File: config.mk
export PLATFORM = sky130hd
export DESIGN_NAME = seq_div
export DESIGN_NICKNAME = d
export VERILOG_FILES = /design/src/rtl/seq_div.sv
export SDC_FILE = /design/constraint.sdc
export NUM_CORES = 1
export LEC_CHECK = 0
export CORE_ASPECT_RATIO = 1.75
export CORE_MARGIN = 4
export CORE_UTILIZATION = 30
export DETAILED_ROUTE_END_ITERATION = 10
export PLACE_DENSITY = 0.55
export SYNTH_ARGS = -nofsm -noshare
export SYNTH_HDL_FRONTEND = slang
export SYNTH_SLANG_ARGS = --single-unit
File: constraint.sdc
create_clock -name clk -period 4.2 [get_ports clk]
set_input_delay 0.84 -clock clk [delete_from_list [all_inputs] [get_ports clk]]
set_output_delay 0.84 -clock clk [all_outputs]
set_load 0.02 [all_outputs]
File: src/rtl/seq_div.sv
// seq_div: multi-cycle non-restoring integer divider, one quotient bit per clock.
// Signed operands are divided as magnitudes; signs are applied in the FIX cycle.
module seq_div #(
  parameter int WIDTH = 32,
  localparam int CNT_W = $clog2(WIDTH + 1)
) (
  input  logic             clk,
  input  logic             rst_n,
  input  logic             start,
  input  logic             signed_op,
  input  logic [WIDTH-1:0] a,
  input  logic [WIDTH-1:0] b,
  output logic             busy,
  output logic             done,
  output logic [WIDTH-1:0] q,
  output logic [WIDTH-1:0] r,
  output logic             div_by_zero,
  output logic             ovf,
  output logic [1:0]       o_dbg_state
);

  // Handshake: start is sampled only while idle (busy low). Operands and mode are
  // captured on that edge; done pulses for one cycle with q/r/flags, which then hold.
  typedef enum logic [1:0] {S_IDLE = 2'd0, S_ITER = 2'd1, S_FIX = 2'd2} state_t;

  localparam logic [CNT_W-1:0] LAST_CNT = CNT_W'(WIDTH - 1);
  localparam logic [WIDTH-1:0] MOST_NEG = {1'b1, {(WIDTH-1){1'b0}}};

  state_t           r_state, w_next_state;
  logic [WIDTH:0]   r_pr;
  logic [WIDTH-1:0] r_quo, r_div, r_q, r_r;
  logic [CNT_W-1:0] r_cnt;
  logic             r_q_neg, r_r_neg, r_ovf_pend, r_done, r_dbz, r_ovf;

  logic             w_b_zero, w_a_neg, w_b_neg, w_ovf_det;
  logic [WIDTH-1:0] w_a_mag, w_b_mag, w_quo_step, w_rem, w_q_fin, w_r_fin;
  logic [WIDTH:0]   w_pr_sh, w_pr_step;

  assign w_b_zero  = (b == '0);
  assign w_a_neg   = signed_op & a[WIDTH-1];
  assign w_b_neg   = signed_op & b[WIDTH-1];
  assign w_a_mag   = w_a_neg ? -a : a;
  assign w_b_mag   = w_b_neg ? -b : b;
  assign w_ovf_det = signed_op & (a == MOST_NEG) & (b == '1);

  // The sign of the partial remainder before the shift selects subtract or add.
  assign w_pr_sh    = {r_pr[WIDTH-1:0], r_quo[WIDTH-1]};
  assign w_pr_step  = r_pr[WIDTH] ? (w_pr_sh + {1'b0, r_div}) : (w_pr_sh - {1'b0, r_div});
  assign w_quo_step = {r_quo[WIDTH-2:0], ~w_pr_step[WIDTH]};

  assign w_rem   = r_pr[WIDTH] ? (r_pr[WIDTH-1:0] + r_div) : r_pr[WIDTH-1:0];
  assign w_q_fin = r_q_neg ? -r_quo : r_quo;
  assign w_r_fin = r_r_neg ? -w_rem : w_rem;

  always_ff @(posedge clk or negedge rst_n) begin
    if (!rst_n) r_state <= S_IDLE;
    else        r_state <= w_next_state;
  end

  always_comb begin
    w_next_state = r_state;
    case (r_state)
      S_IDLE:  if (start && !w_b_zero) w_next_state = S_ITER;
      S_ITER:  if (r_cnt == LAST_CNT) w_next_state = S_FIX;
      S_FIX:   w_next_state = S_IDLE;
      default: w_next_state = S_IDLE;
    endcase
  end

  always_ff @(posedge clk or negedge rst_n) begin
    if (!rst_n) begin
      r_pr       <= '0;
      r_quo      <= '0;
      r_div      <= '0;
      r_cnt      <= '0;
      r_q_neg    <= 1'b0;
      r_r_neg    <= 1'b0;
      r_ovf_pend <= 1'b0;
      r_done     <= 1'b0;
      r_q        <= '0;
      r_r        <= '0;
      r_dbz      <= 1'b0;
      r_ovf      <= 1'b0;
    end else begin
      r_done <= 1'b0;
      case (r_state)
        S_IDLE: begin
          if (start) begin
            if (w_b_zero) begin
              r_done <= 1'b1;
              r_dbz  <= 1'b1;
              r_ovf  <= 1'b0;
              r_q    <= '1;
              r_r    <= '1;
            end else begin
              r_div      <= w_b_mag;
              r_quo      <= w_a_mag;
              r_pr       <= '0;
              r_cnt      <= '0;
              r_q_neg    <= w_a_neg ^ w_b_neg;
              r_r_neg    <= w_a_neg;
              r_ovf_pend <= w_ovf_det;
            end
          end
        end
        S_ITER: begin
          r_pr  <= w_pr_step;
          r_quo <= w_quo_step;
          r_cnt <= r_cnt + CNT_W'(1);
        end
        S_FIX: begin
          r_pr   <= {1'b0, w_rem};
          r_done <= 1'b1;
          r_q    <= w_q_fin;
          r_r    <= w_r_fin;
          r_dbz  <= 1'b0;
          r_ovf  <= r_ovf_pend;
        end
        default: ;
      endcase
    end
  end

  assign busy        = (r_state != S_IDLE);
  assign done        = r_done;
  assign q           = r_q;
  assign r           = r_r;
  assign div_by_zero = r_dbz;
  assign ovf         = r_ovf;
  assign o_dbg_state = r_state;

endmodule

Yosys cells after proc, flatten, opt, wreduce, memory -nomap -nowiden
Cells that the tools add are included.

Register bits: 175. Output and inout port bits: 70. Logic and storage cells: 82.

Add/sub/neg operators: 8. Equal/unequal tests: 10. Muxes and demuxes: 31. Bitwise operators: 7. Reductions and logical operators: 13.

Operators by type and width (number): 32-bit two-way mux (9); 32-bit one-hot mux with 2 select lines (3); 32-bit negation (4); 33-bit two-way mux (3); 33-bit one-hot mux with 3 select lines (1); 32-bit == test, second input constant (2); 33-bit by 32-bit adder with 33-bit output (1); 33-bit by 32-bit subtractor with 33-bit output (1); 32-bit adder (1); 32-bit logical NOT (1); 6-bit two-way mux (2); 6-bit one-hot mux with 2 select lines (1); 3-bit AND reduction (4); 2-bit inequality test, second input constant (5); 6-bit by 1-bit adder with 6-bit output, second input constant (1); 6-bit by 5-bit == test with 1-bit output, second input constant (1); 1-bit two-way mux (6); 1-bit one-hot mux with 2 select lines (3); 2-bit nonzero test (3); 1-bit AND (4); 2-bit two-way mux (2); 2-bit one-hot mux with 2 select lines (1); 3-bit nonzero test (1); 2-bit by 1-bit == test with 1-bit output, second input constant (1); 7 further kinds (8).

Depth between registers and ports, before layout
Gate-level depths: netlist (run 1).

Word-level depth: 5. Gate-level depth with buffers: 22.

Worst setup path before layout (run 1)
Ideal clock, no wire load.

Kind: flip-flop to flip-flop. From: register r_pr[32]. To: register r_pr[26]. Library setup time: 138 ps. Arrival: 4550 ps. Data required time: 4062 ps. Setup slack: -488 ps. Cell stages (with the launch flop): 23. Path buffers: 8. Cells stage by stage: dfrtp_1 > clkbuf_1 > buf_2 > buf_2 > buf_2 > buf_2 > clkbuf_1 > clkbuf_1 > buf_1 > nor2_1 > xor2_1 > ha_1 > o21ai_0 > a21oi_1 > nand2_1 > a31oi_1 > nor4_1 > nor4_1 > nor3_1 > o21a_1 > o31ai_1 > xnor2_1 > o221ai_1.

Word-level cells in the longest chain between the ends: 2.

Ends and longest elaborated chain: start, declared (line 30) `logic [WIDTH:0] r_pr;`; start signal, assigned (line 107) `r_pr <= w_pr_step;`; start signal, assigned (line 112) `r_pr <= {1'b0, w_rem};`; 32-bit two-way mux or 33-bit two-way mux (tied branches) (line 51, 48); 33-bit one-hot mux with 3 select lines (*) (line 86) `case (r_state)`.

Mark *: on every way between the ends. The rest lies on a longest branch, timed or not. A chain may end at the register's enable or synchronous reset.

Final worst setup path (run 1)
From: register r_div[7]. To: register r_pr[32].

Word-level cells in the longest chain between the ends: 3.

Ends and longest elaborated chain: start, declared (line 31) `logic [WIDTH-1:0] r_quo, r_div, r_q, r_r;`; start signal, assigned (line 96) `r_div <= w_b_mag;`; 33-bit by 32-bit subtractor with 33-bit output or 33-bit by 32-bit adder with 33-bit output (tied branches) (line 48) `assign w_pr_step = r_pr[WIDTH] ? (w_pr_sh + {1'b0, r_div}) : (w_pr_sh - {1'b0, r_div});`; 33-bit two-way mux (*) (line 48); 33-bit one-hot mux with 3 select lines (*) (line 86).

Marks and branches as above.

==> flow_summary.json, run 1 <==
{
  "clkLatencyLatePin_ns": 0.47,
  "port_buffers": 137,
  "timing_worst_slew_pin_value_ns": 0.9508,
  "comb_power_share_pct": 66.0,
  "syn-num-nets": 1952,
  "grt_pass1_vias": 14500,
  "timing.max_cap.violations": 0,
  "power.static_leakage_nw": 7.642,
  "synthFlopType": "sky130_fd_sc_hd__dfrtp_1",
  "final.setup_skew_ns": 0.01145,
  "height_of_the_die_um": 297.7,
  "hold_slack_ns": 0.4299,
  "clock_tree.buffer_depth": 2,
  "area_growth_syn_to_layout_pct": 28.08,
  "largest_net_degree_at_the_start_of_global_routing": 105,
  "min_path_type": "input pin to asynchronous set/reset pin",
  "post-route-worst-setup-slack_ns": -0.02465,
  "wirelength_um": 52910,
  "post_synthesis_cell_count": 1802,
  "timing.critical_path.to_type": "register",
  "htree_num_levels": 4,
  "layout-drive-gt1-share_pct": 14.02,
  "number_of_flops_mapped_to_enable_cells_by_yosys": 0,
  "clkPwrFrac_pct": 12.3,
  "n_fill_cell": 4808,
  "via_count": 14300,
  "internal_power_mw": 7.080,
  "ys.warnings.count": 0,
  "synth-compound-area-share_pct": 25.52,
  "num_io_pins": 138,
  "synth_seq_cells": 175,
  "std_cell_rows": 105,
  "initialDrtViolationCount": 633,
  "yosysMostFrequentCell": "sky130_fd_sc_hd__nand2_1",
  "global_route.overflow_total": 0,
  "synth_cell_type_count": 87,
  "final_net_count": 2199,
  "cell_type_with_the_largest_total_area_after_synthesis": "sky130_fd_sc_hd__dfrtp_1",
  "route.detailed.drc": 0,
  "portion_of_netlist_area_occupied_by_mux_cells_pct": 0.9480,
  "period_needed_ns": 4.225,
  "final-instance-count-excl-fill": 2649,
  "clock_sinks": 175,
  "failed_checks": "negative setup slack",
  "initial_antenna_violation_count": 0,
  "synthTopCellsByArea": "sky130_fd_sc_hd__dfrtp_1, sky130_fd_sc_hd__ha_1, sky130_fd_sc_hd__xor2_1, sky130_fd_sc_hd__a21oi_1, sky130_fd_sc_hd__o21ai_0",
  "multi_input_comb_area_mm2": 0.009729,
  "synth_simple_gate_area_share_pct": 20.55,
  "portion_of_the_post_synthesis_area_used_by_sequential_elements_pct": 30.44,
  "placeableCoreArea_mm2": 0.04716,
  "kind_of_launch_point_of_the_worst_setup_path": "register",
  "powerDensity_mw_per_mm2": 751.5,
  "timing_hold_violations_final": 0,
  "synth_xor_xnor_area_share_pct": 11.51,
  "worst-endpoint-arrival_ns": 4.57,
  "seqPwrFrac_pct": 21.7,
  "type_of_the_worst_setup_path": "register to register",
  "switching_share_pct": 48.87,
  "drt_pre_antenna_iters": 5,
  "fin_setup_tns_ns": -0.04404,
  "ant_nets": 0,
  "synth_top_area_share_pct": 30.44,
  "yosys.area_share.adder_pct": 7.236,
  "netlist_top_cells_count": "sky130_fd_sc_hd__nand2_1, sky130_fd_sc_hd__a21oi_1, sky130_fd_sc_hd__nor2_1, sky130_fd_sc_hd__dfrtp_1, sky130_fd_sc_hd__o21ai_0",
  "cts-buffers-inserted": 17,
  "rsz_0062_raised_after_global_routing": "yes",
  "seqCellArea_mm2": 0.004380,
  "required_time_reported_for_the_critical_path_endpoint_ns": 4.55,
  "grt_first_pass_wirelength_um": 81190,
  "max_slew_violations": 0,
  "power.switching_mw": 6.768,
  "avgViaCountPerCell": 5.397,
  "ir_drop_mv": 0.3832,
  "asr_flop_ratio_synth_pct": 100.0,
  "dpl.cell_count": 2609,
  "route.detailed.wl_per_inst_um": 19.97,
  "timing.slew.headroom_pct": 35.94,
  "outcome": "finished with violations",
  "antenna-diode-count": 0,
  "dieArea_mm2": 0.05166,
  "synth_top_family_by_area": "compound AO/OA/AOI/OAI gates",
  "final_min_period_over_clock_period_pct": 100.6,
  "tritoncts": "yes",
  "cts.clk_slew.worst_paths_ns": 0.07,
  "gpl.final_weighted_congestion": 0.9135,
  "report.final.setup_viol": 2,
  "gr-usage-all-layers_pct": 19.92,
  "die_width_um": 173.5,
  "timing.fmax_ghz": 0.2367,
  "initial_utilization_pct": 30.50,
  "netlist_area_mm2": 0.01439,
  "synth.avg_cell_area_um2": 7.984,
  "critPathMaxFanout": 4,
  "dp_hpwl_um": 42590,
  "clock_tree.root_cell": "sky130_fd_sc_hd__clkbuf_16"
}
[worst max-delay path, stage by stage, from the launching register on]
cell	delay [ns]
sky130_fd_sc_hd__dfrtp_1	0.38
sky130_fd_sc_hd__or4_4	0.54
sky130_fd_sc_hd__or3_4	0.39
sky130_fd_sc_hd__nor3_4	0.20
sky130_fd_sc_hd__buf_4	0.13
sky130_fd_sc_hd__a31oi_1	0.08
sky130_fd_sc_hd__xor2_1	0.17
sky130_fd_sc_hd__ha_1	0.30
sky130_fd_sc_hd__a21o_1	0.19
sky130_fd_sc_hd__a21o_1	0.19
sky130_fd_sc_hd__a21o_1	0.19
sky130_fd_sc_hd__a21o_1	0.18
sky130_fd_sc_hd__a211o_1	0.32
sky130_fd_sc_hd__o21ai_2	0.20
sky130_fd_sc_hd__o21ai_1	0.12
sky130_fd_sc_hd__a41oi_2	0.23
sky130_fd_sc_hd__xor2_2	0.12
sky130_fd_sc_hd__a22o_1	0.19
[cell usage in the layout (no fill, tap or decap), types with 19 or more instances in the layout]
master / count
sky130_fd_sc_hd__nand3_1: 31
sky130_fd_sc_hd__nand2_1: 196
sky130_fd_sc_hd__buf_4: 165
sky130_fd_sc_hd__xnor2_1: 76
sky130_fd_sc_hd__nor2_1: 186
sky130_fd_sc_hd__a21oi_1: 189
sky130_fd_sc_hd__inv_1: 52
sky130_fd_sc_hd__or3_1: 20
sky130_fd_sc_hd__clkdlybuf4s50_1: 136
sky130_fd_sc_hd__xor2_1: 112
sky130_fd_sc_hd__dfrtp_1: 174
sky130_fd_sc_hd__nor3_1: 32
sky130_fd_sc_hd__nand4_1: 24
sky130_fd_sc_hd__o21ai_0: 150
sky130_fd_sc_hd__ha_1: 78
sky130_fd_sc_hd__nor4_1: 19
sky130_fd_sc_hd__o31ai_1: 29
sky130_fd_sc_hd__a21o_1: 29
[per-layer routing]
metal	wire, um	global-route usage (%)	part of all wire [%]	up-vias
li1	-	-	-	7003
met1	19620	20.53	37	6798
met2	28530	38.37	54	371
met3	1842	2.790	3.5	125
met4	2922	10.61	5.5	0
met5	0	0	0	-
[power by group through the flow]
stage	Clock, mW	Combinational (mW)	Sequential, mW
3_5_place_dp	0	8.87	3.03
5_1_grt	1.79	10.0	3.11
2_1_floorplan	0	5.30	3.09
4_1_cts	1.74	9.03	3.01
3_3_place_gp	0	8.81	3.01
6_report	1.70	9.14	3.01
[final cells by class]
type,instances,share of cell area [%]
repair buffers,312,15.13
well taps,588,3.993
flip-flops and latches,175,23.77
multi-input cells,1491,52.80
clock buffers,17,2.309
inverters,52,1.059
clock inverters,14,0.9371
[per-stage QoR]
step	area (um2)	utilization [%]	worst slack, ns	power [mW]
finish	18430	39.07	-0.02465	13.85
global route	18430	39.07	-0.2361	14.90
CTS	18250	38.68	-0.09136	13.77
detailed placement	17520	37.15	-0.3733	11.90
global placement	17520	37.15	-0.2955	11.82
floorplan	14410	-	0.03457	8.390
[flip-flops by register name, summed over array words and instances, names as in the netlist, 2 cells and up]
register and cells:
r_pr 33, r 32, r_cnt 6, o_dbg_state 2, r_div 32, q 32
r_quo 32
[logic make-up (layout without fill, tap and decap cells)]
kind of cell             after synthesis  count (layout)
AO/OA/AOI/OAI                        586             586
multiplexers                          13              13
adder cells (fa/ha/maj)               82              82
flip-flops                           175             175
AND/OR/NAND/NOR                      621             621
XOR/XNOR                             189             189
buffers and inverters                136             395
[path summary, 6_finish.rpt]
kind / start / end / slack (ns) / cells past startpoint
hold / removal: rst_n / r[24]$_DFFE_PN0P_ / 0.43 / 1
setup reg to reg: r_div[7]$_DFFE_PN0P_ / r_pr[32]$_DFFE_PN0P_ / -0.02 / 17
min in group clk: r_r_neg$_DFFE_PN0P_ / r_r_neg$_DFFE_PN0P_ / 0.49 / 2
max in group asynchronous: rst_n / r_quo[24]$_DFFE_PN0P_ / 2.77 / 2
hold reg to reg: r_r_neg$_DFFE_PN0P_ / r_r_neg$_DFFE_PN0P_ / 0.49 / 2
setup / recovery: r_div[7]$_DFFE_PN0P_ / r_pr[32]$_DFFE_PN0P_ / -0.02 / 17
[what timing repair did]
item	4_1_cts	5_1_grt
setup buffers	5	4
endpoints found under the setup margin	12	19
cloned	0	0
hold buffers	0	0
resized for setup	24	31
pin swaps	13	12
(Power assumes the default switching activity.)
==> run 2: changes to the inputs <==
--- a/config.mk
+++ b/config.mk
@@ -5,11 +5,13 @@
 export SDC_FILE = /design/constraint.sdc
 export NUM_CORES = 1
 export LEC_CHECK = 0
+export CELL_PAD_IN_SITES_DETAIL_PLACEMENT = 1
+export CELL_PAD_IN_SITES_GLOBAL_PLACEMENT = 1
 export CORE_ASPECT_RATIO = 1.75
 export CORE_MARGIN = 4
 export CORE_UTILIZATION = 30
 export DETAILED_ROUTE_END_ITERATION = 10
-export PLACE_DENSITY = 0.55
+export PLACE_DENSITY = 0.68
 export SYNTH_ARGS = -nofsm -noshare
 export SYNTH_HDL_FRONTEND = slang
 export SYNTH_SLANG_ARGS = --single-unit
==> run 2 against run 1 <==
Compared with the run above: register-to-register slack improved by 0.12 ns; maximum frequency grew 3.0%; highest routed layer unchanged; global-route usage rose by 2.2 points; the flow now finishes without violations; die area stayed put; core utilization is 0.26 points lower; critical endpoint unchanged; power rose by 0.48%.
==> flow_summary.json, run 2 (synthesis gave the netlist of run 1 again) <==
{
  "type_of_the_worst_setup_path": "register to register",
  "required_time_reported_for_the_critical_path_endpoint_ns": 4.60,
  "dpl_worst_slack_ns": -0.4396,
  "report.final.setup_viol": 0,
  "height_of_the_die_um": 297.7,
  "gpl.final_weighted_congestion": 0.9121,
  "die_width_um": 173.5,
  "placeableCoreArea_mm2": 0.04716,
  "power.switching_mw": 6.979,
  "area_growth_syn_to_layout_pct": 27.22,
  "htree_num_levels": 4,
  "global_route.overflow_total": 0,
  "n_fill_cell": 5613,
  "avgViaCountPerCell": 5.522,
  "dieArea_mm2": 0.05166,
  "multi_input_comb_area_mm2": 0.009702,
  "internal_power_mw": 6.934,
  "cts-buffers-inserted": 17,
  "dpl-instance-area_mm2": 0.01743,
  "clkPwrFrac_pct": 12.0,
  "critical_path.reg2reg.startpoint": "r_div[8]$_DFFE_PN0P_",
  "post-route-worst-setup-slack_ns": 0.1003,
  "num_io_pins": 138,
  "initial_antenna_violation_count": 0,
  "wirelength_um": 57610,
  "hold_slack_ns": 0.4289,
  "std_cell_rows": 105,
  "final_min_period_over_clock_period_pct": 97.61,
  "most_common_cell_after_layout_fill_and_taps_aside": "sky130_fd_sc_hd__nand2_1",
  "min_path_type": "input pin to asynchronous set/reset pin",
  "via_count": 14560,
  "largest_register_ffs": 33,
  "port_buffers": 137,
  "clock_sinks": 175,
  "worst-endpoint-arrival_ns": 4.50,
  "commonest_cells_after_routing_fill_and_taps_aside": "sky130_fd_sc_hd__nand2_1, sky130_fd_sc_hd__a21oi_1, sky130_fd_sc_hd__nor2_1",
  "timing.slew.headroom_pct": 41.95,
  "final_util_pct": 38.81,
  "gr-usage-all-layers_pct": 22.10,
  "ir_drop_mv": 0.3861,
  "route.detailed.wl_per_inst_um": 21.85,
  "tritoncts": "yes",
  "timing_hold_violations_final": 0,
  "largest_net_degree_at_the_start_of_global_routing": 88,
  "timing.critical_path.to": "r_pr[32]$_DFFE_PN0P_",
  "power.static_leakage_nw": 7.572,
  "layout-drive-gt1-share_pct": 13.43,
  "worstRegToRegCells": 16,
  "kind_of_launch_point_of_the_worst_setup_path": "register",
  "seqPwrFrac_pct": 22.3,
  "minimum_setup_slack_among_reg_to_reg_paths_ns": 0.10,
  "grt_pass1_vias": 15900,
  "max_slew_violations": 0,
  "rsz_0062_raised_after_global_routing": "yes",
  "critPathMaxFanout": 3,
  "clock_tree.buffer_depth": 2,
  "clkLatencyLatePin_ns": 0.47,
  "outcome": "finished clean",
  "cts_hold_buf": 0,
  "seqCellArea_mm2": 0.004380,
  "period_needed_ns": 4.100,
  "fin_area_mm2": 0.01830,
  "antenna-diode-count": 0,
  "timing.max_cap.violations": 0,
  "ant_nets": 0,
  "route.detailed.drc": 0,
  "clock_tree.root_cell": "sky130_fd_sc_hd__clkbuf_16",
  "dp_hpwl_um": 46540,
  "timing.rr.end": "r_pr[32]$_DFFE_PN0P_",
  "comb_power_share_pct": 65.7,
  "top_register": "r_pr",
  "grt_first_pass_wirelength_um": 90170,
  "final_net_count": 2185,
  "crit_path_start": "r_div[8]$_DFFE_PN0P_",
  "timing_worst_slew_pin_value_ns": 0.8703,
  "switching_share_pct": 50.16,
  "drt_pre_antenna_iters": 5,
  "cts.clk_slew.worst_paths_ns": 0.08,
  "initial_utilization_pct": 30.50,
  "powerDensity_mw_per_mm2": 760.2,
  "initialDrtViolationCount": 702,
  "final.setup_skew_ns": 0.01285,
  "timing.fmax_ghz": 0.2439,
  "timing.critical_path.to_type": "register"
}
[run 2: cell count changes in the layout (fill, tap and decap cells not counted), sizes merged]
cell / delta
clkinv: +5
inv: -2
clkbuf: +1
buf: -14
clkinvlp: -1
bufinv: -2
[run 2: timing repair]
item                                    in CTS  in global routing
hold endpoints to repair                     0                  0
pin swaps                                    7                 11
endpoints found under the setup margin      11                 23
buffers inserted                             3                  6
resized for setup                           20                 31
[run 2: critical path, cell delays in order (launching register included)]
cell and delay (ns):
sky130_fd_sc_hd__dfrtp_1 0.38, sky130_fd_sc_hd__or4_4 0.54, sky130_fd_sc_hd__or3_4 0.39, sky130_fd_sc_hd__nor3_4 0.21
sky130_fd_sc_hd__a31oi_1 0.12, sky130_fd_sc_hd__xor2_1 0.17, sky130_fd_sc_hd__ha_1 0.33, sky130_fd_sc_hd__a21o_1 0.18
sky130_fd_sc_hd__a21o_1 0.18, sky130_fd_sc_hd__a21o_1 0.19, sky130_fd_sc_hd__a21o_1 0.18, sky130_fd_sc_hd__a211o_1 0.32
sky130_fd_sc_hd__o21ai_2 0.17, sky130_fd_sc_hd__o21ai_1 0.11, sky130_fd_sc_hd__a41oi_2 0.18, sky130_fd_sc_hd__xor2_1 0.22
sky130_fd_sc_hd__a22o_1 0.16
[run 2: cell type report]
| class | count | area share [%] |
|---|---|---|
| Clock inverter | 14 | 0.9092 |
| Tap cell | 588 | 4.020 |
| Timing Repair Buffer | 298 | 14.66 |
| Sequential cell | 175 | 23.93 |
| Multi-Input combinational cell | 1491 | 53.01 |
| Inverter | 52 | 1.066 |
| Clock buffer | 18 | 2.400 |
[run 2: per-layer routing]
layer	share of wire [%]	vias up	global-route usage, %
met5	0	-	0
met4	3.8	0	8.294
met3	3.3	93	3.463
met2	57	246	44.75
met1	36	7257	22.16
li1	-	6959	-
[run 2: through the flow]
| stage | TNS (ns) | cells | total power, mW |
|---|---|---|---|
| CTS | 0 | 2630 | 13.86 |
| detailed placement | -1.767 | 2595 | 12.01 |
| floorplan | 0 | 1802 | 8.390 |
| global route | -0.4766 | 2636 | 15.00 |
| finish | 0 | 2636 | 13.91 |
| global placement | -1.030 | 2595 | 11.78 |
[run 2: worst min path at each step]
stage	endpoint	slack [ns]	cells after the start
floorplan	ovf$_DFFE_PN0P_	0.45	2
global placement	r_ovf_pend$_DFFE_PN0P_	0.47	2
CTS	r_quo[11]$_DFFE_PN0P_	0.45	1
detailed placement	r_ovf_pend$_DFFE_PN0P_	0.48	2
finish	r_quo[11]$_DFFE_PN0P_	0.43	1
global route	r_quo[9]$_DFFE_PN0P_	0.47	1
[run 2: power groups by stage]
stage	sequential [mW]	combinational, mW	clock (mW)
4_1_cts	3.09	9.05	1.71
5_1_grt	3.20	10.0	1.77
3_3_place_gp	3.08	8.70	0
2_1_floorplan	3.09	5.30	0
6_report	3.10	9.15	1.67
3_5_place_dp	3.11	8.89	0
